===== src/rtl/expr_pipe_unit.sv =====
// Two-stage lane-parallel expression unit: S1 holds the accepted operands, S2 holds the
// computed result. Each output handshake is folded into a running 32-bit signature.
module expr_pipe_unit #(
    parameter int               W     = 6,
    parameter int               LANES = 6,
    parameter logic [LANES-1:0] SMASK = 6'b111000
) (
    input  logic                     clk,
    input  logic                     rst_n,
    input  logic                     in_valid,
    output logic                     in_ready,
    input  logic [1:0]               op,
    input  logic [LANES*W-1:0]       a,
    input  logic [LANES*W-1:0]       b,
    output logic                     out_valid,
    input  logic                     out_ready,
    output logic [LANES*(W+1)-1:0]   y,
    input  logic                     sig_clr,
    output logic [31:0]              sig
);

    localparam int EW  = W + 1;
    localparam int YW  = LANES * EW;
    localparam int NCH = (YW + 31) / 32;
    localparam int PW  = NCH * 32;

    logic               s1_valid_reg;
    logic [1:0]         s1_op_reg;
    logic [LANES*W-1:0] s1_a_reg;
    logic [LANES*W-1:0] s1_b_reg;
    logic               s2_valid_reg;
    logic [YW-1:0]      y_reg;
    logic [31:0]        sig_reg;

    logic [YW-1:0]      y_next;
    logic [31:0]        fold_next;
    logic [31:0]        sig_next;
    logic [PW-1:0]      y_padded;

    logic               s2_adv;
    logic               s1_adv;
    logic               accept;
    logic               out_fire;

    // S1 can only move forward into S2, so both stages advance together.
    assign s2_adv   = !s2_valid_reg || out_ready;
    assign s1_adv   = s2_adv;
    assign in_ready = rst_n && (!s1_valid_reg || s1_adv);
    assign accept   = in_valid && in_ready;
    assign out_fire = s2_valid_reg && out_ready;

    generate
        for (genvar gi = 0; gi < LANES; gi++) begin : g_lane
            logic [EW-1:0] ea;
            logic [EW-1:0] eb;
            logic          lt;
            logic [EW-1:0] lane_y;

            if (SMASK[gi]) begin : g_signed
                assign ea = {s1_a_reg[gi*W + W - 1], s1_a_reg[gi*W +: W]};
                assign eb = {s1_b_reg[gi*W + W - 1], s1_b_reg[gi*W +: W]};
                assign lt = $signed(ea) < $signed(eb);
            end else begin : g_unsigned
                assign ea = {1'b0, s1_a_reg[gi*W +: W]};
                assign eb = {1'b0, s1_b_reg[gi*W +: W]};
                assign lt = ea < eb;
            end

            always_comb begin
                lane_y = '0;
                case (s1_op_reg)
                    2'd0:    lane_y = ea + eb;
                    2'd1:    lane_y = ea - eb;
                    2'd2:    lane_y = {{W{1'b0}}, lt};
                    default: lane_y = ea ^ ~eb;
                endcase
            end

            assign y_next[gi*EW +: EW] = lane_y;
        end
    endgenerate

    // Signature input: the result padded to whole 32-bit words, all words XORed together.
    always_comb begin
        y_padded          = '0;
        y_padded[YW-1:0]  = y_reg;
        fold_next         = '0;
        for (int i = 0; i < NCH; i++) begin
            fold_next = fold_next ^ y_padded[i*32 +: 32];
        end
        sig_next = {sig_reg[30:0], sig_reg[31]} ^ fold_next;
    end

    // Operand registers carry no reset: they are only meaningful while s1_valid_reg is set.
    always_ff @(posedge clk) begin
        if (accept) begin
            s1_op_reg <= op;
            s1_a_reg  <= a;
            s1_b_reg  <= b;
        end
    end

    always_ff @(posedge clk) begin
        if (!rst_n) begin
            s1_valid_reg <= 1'b0;
            s2_valid_reg <= 1'b0;
            y_reg        <= '0;
            sig_reg      <= '0;
        end else begin
            if (accept) begin
                s1_valid_reg <= 1'b1;
            end else if (s1_adv) begin
                s1_valid_reg <= 1'b0;
            end

            // y only changes when a real beat moves in, never from idle S1 contents.
            if (s2_adv) begin
                s2_valid_reg <= s1_valid_reg;
                if (s1_valid_reg) begin
                    y_reg <= y_next;
                end
            end

            if (sig_clr) begin
                sig_reg <= '0;
            end else if (out_fire) begin
                sig_reg <= sig_next;
            end
        end
    end

    assign out_valid = s2_valid_reg;
    assign y         = y_reg;
    assign sig       = sig_reg;

endmodule


===== config.mk =====
export PLATFORM = sky130hd
export DESIGN_NAME = expr_pipe_unit
export DESIGN_NICKNAME = d
export VERILOG_FILES = /design/src/rtl/expr_pipe_unit.sv
export SDC_FILE = /design/constraint.sdc
export NUM_CORES = 1
export LEC_CHECK = 0
export BUFFER_PORTS_ARGS = -buffer_cell sky130_fd_sc_hd__buf_4
export CORE_ASPECT_RATIO = 1.1
export CORE_MARGIN = 2
export CORE_UTILIZATION = 57
export DETAILED_ROUTE_END_ITERATION = 10
export PLACE_DENSITY = 0.81
export SLEW_MARGIN = 20
export SYNTH_ARGS = -nofsm -noshare
export SYNTH_HDL_FRONTEND = slang
export SYNTH_SLANG_ARGS = --single-unit
export TNS_END_PERCENT = 10

===== constraint.sdc =====
create_clock -name clk -period 4.65 [get_ports clk]
set_input_delay 0.93 -clock clk [delete_from_list [all_inputs] [get_ports clk]]
set_output_delay 0.93 -clock clk [all_outputs]
set_load 0.05 [all_outputs]

==> flow_summary.ini <==
[outcome]
status = completed

[yosys]
synthArstFlopShare_pct = 0
synthesis.area_um2 = 8670
synth_top_cells_by_area = edfxtp_1, dfxtp_1, ha_1
synth-edff-count = 74
syn_nets = 1066
synth_most_common_cell = dfxtp_1
synthCells = 902
synth_fa_ha_area_share_pct = 13.3
synth_ff_type = dfxtp_1
synth_mux_area_share_pct = 0.866
yosysTopAreaCell = edfxtp_1
synth_top_area_share_pct = 25.6
synth_seq_cells = 150
ys_types = 60
avgSynthCellArea_um2 = 9.61
synth_top_family_by_area = compound AO/OA/AOI/OAI gates
synthXorXnorAreaFrac_pct = 5.76
synth-compound-area-share_pct = 20.1
synthSimpleGateAreaFrac_pct = 10.7
synth_common_cells = dfxtp_1, inv_1, edfxtp_1
synth-seq-area-share_pct = 43.2
yosys_warnings = 0

[sta]
finClkSkew_ns = 0.00508
hold_violations = 0
worstMarginPinSlew_ns = 1.16
relSlewSlack_pct = 22.8
rsz0062_at_grt = false
fin_crit_sh_pct = 59.6
tns_ns = 0
fmax_mhz = 361
min_period_ns = 2.77
setup_ws_ns = 1.88
finalSetupViolations = 0
slew_viol_final = 0

[clocking]
cts_tree = built
cts_setup_buffers = 0
cts_buffers = 17
clk_pin_slew_ns = 0.06
cts-resized-gates = 0
h-tree-depth = 4
postCtsHoldBufs = 0
insertion_delay_ns = 0.43
root_buffer = clkbuf_16
cts_sinks = 150
cts_buffer_depth = 2

[power_and_ir_drop]
peakVddDrop_v = 0.000259
powerDensity_nw_per_um2 = 335
total_power_mw = 3.51
leakage_nw = 4.37

[final_layout]
finalNetCount = 1188
largest_reg_flops = 42
antenna_cells = 0
instances_no_fill = 1233
postLayoutCellArea_um2 = 10500
drive_gt1_share_pct = 19.3
syn2layout_area_growth_pct = 21.1

[global_route]
use_met2_pct = 45.5
grt_remaining_overflow = 0
grt_use_met3_pct = 6.64
antenna_found_initial = 0
grt_pass1_wl_mm = 34.2
grt_busiest_layer = met2
grt_usage_pct = 26.9
grt_max_degree = 55
grt_pass1_vias = 7115
met1_usage_pct = 32.4

[floorplan]
num_rows = 47
initial_core_util_pct = 58.0
dieArea_um2 = 16200
ios = 155
core_area_um2 = 14900
die_h_um = 133
die_w_um = 122

[critical_path]
cpMostUsedCell = buf_4
max_stage_delay_ns = 0.37
criticalPathCategory = input pin to output port
cp.arrival_ns = 1.84
worst_path_max_delay_cell = buf_4
crit_chain = buf_4, a21boi_0, buf_4
end_kind = output port
crit_required_ns = 3.72
crit_fanout = 47
start_kind = input pin

[place]
io_buffers = 154
hpwlAfterDp_mm = 15.0
place_ws_ns = 1.72
dpl_cell_area_um2 = 9910
placed_cells = 1201
place_congestion = 0.886

[flow_run]
cap_violations = 0

[route]
vias = 7115
ant_nets = 0
drt_iter0_markers = 582
drc_errors = 0
finalWirelength_mm = 21.1
first_pass_iters = 5
routedWlPerCell_um = 17.1
drt-vias-per-instance = 5.77

[worst_hold_path]
hold_class = flop to flop
area by class of cell:
cell class                      count  area [um2]
Clock buffer                       18         429
Clock inverter                     14         160
Fill cell                        1152        4440
Inverter                           77         289
Multi-Input combinational cell    617        4410
Sequential cell                   150        3740
Tap cell                          196         245
Timing Repair Buffer              161        1220
placed cells by master, fill, tap and decap left out, drive strengths merged, types with 3 or more instances in the layout:
| cell | n |
|---|---|
| a41oi | 3 |
| o21a | 4 |
| nor2 | 67 |
| nor3 | 14 |
| nand3 | 4 |
| bufinv | 3 |
| a21oi | 73 |
| o21bai | 6 |
| nand2 | 50 |
| mux2 | 4 |
| or3 | 9 |
| buf | 161 |
| ha | 73 |
| clkinv | 9 |
| o311a | 3 |
| edfxtp | 74 |
| dfxtp | 76 |
| o211ai | 26 |
| xnor2 | 55 |
| inv | 77 |
| clkbuf | 18 |
| o21ai | 62 |
| a221oi | 4 |
| o211a | 8 |
| and2 | 4 |
| nand2b | 17 |
| nor2b | 12 |
| a21o | 9 |
| nor3b | 6 |
| a31oi | 25 |
| fa | 12 |
| a211oi | 27 |
| a21boi | 3 |
| mux2i | 3 |
| a2111oi | 4 |
per-layer routing:
| metal | vias up | routed length [um] |
|---|---|---|
| met1 | 3331 | 8520 |
| li1 | 3444 | - |
| met5 | - | 0 |
| met4 | 0 | 719 |
| met3 | 47 | 1650 |
| met2 | 293 | 10200 |
where the power goes:
group          internal [mW]  leakage [nW]  switching [mW]
combinational          0.248          2.77           0.379
clock                  0.837         0.287           0.539
sequential              1.45          1.31          0.0572
final timing paths:
path	from	endpoint	slack [ns]	cells after the start
worst max-delay path	rst_n	in_ready	1.88	3
worst min-delay path	sig[2]	sig[2]	0.48	2
worst max register to register	s1_a_reg[7]	y[12]	2.32	7
worst min register to register	sig[2]	sig[2]	0.48	2
worst max-delay path, delay by kind of cell:
kind | cells | cell delay [ns]
compound gates | 1 | 0.28
buf+inv | 2 | 0.61
cells by family (layout without fill, tap and decap cells):
kind of cell / after synthesis / count (layout)
flip-flops: 150 / 150
AO/OA/AOI/OAI: 273 / 273
XOR/XNOR: 57 / 57
AND/OR/NAND/NOR: 195 / 195
adder cells (fa/ha/maj): 85 / 85
multiplexers: 7 / 7
buffers and inverters: 135 / 270
metrics by stage:
stage | hold slack [ns] | util [%]
final | 0.483 | 70.3
after global routing | 0.513 | 70.3
after CTS | 0.481 | 70.3
after detailed placement | 0.473 | 66.3
after global placement | 0.467 | 66.3
after floorplan | 0.495 | -
Power figures use the tool's default switching activity.
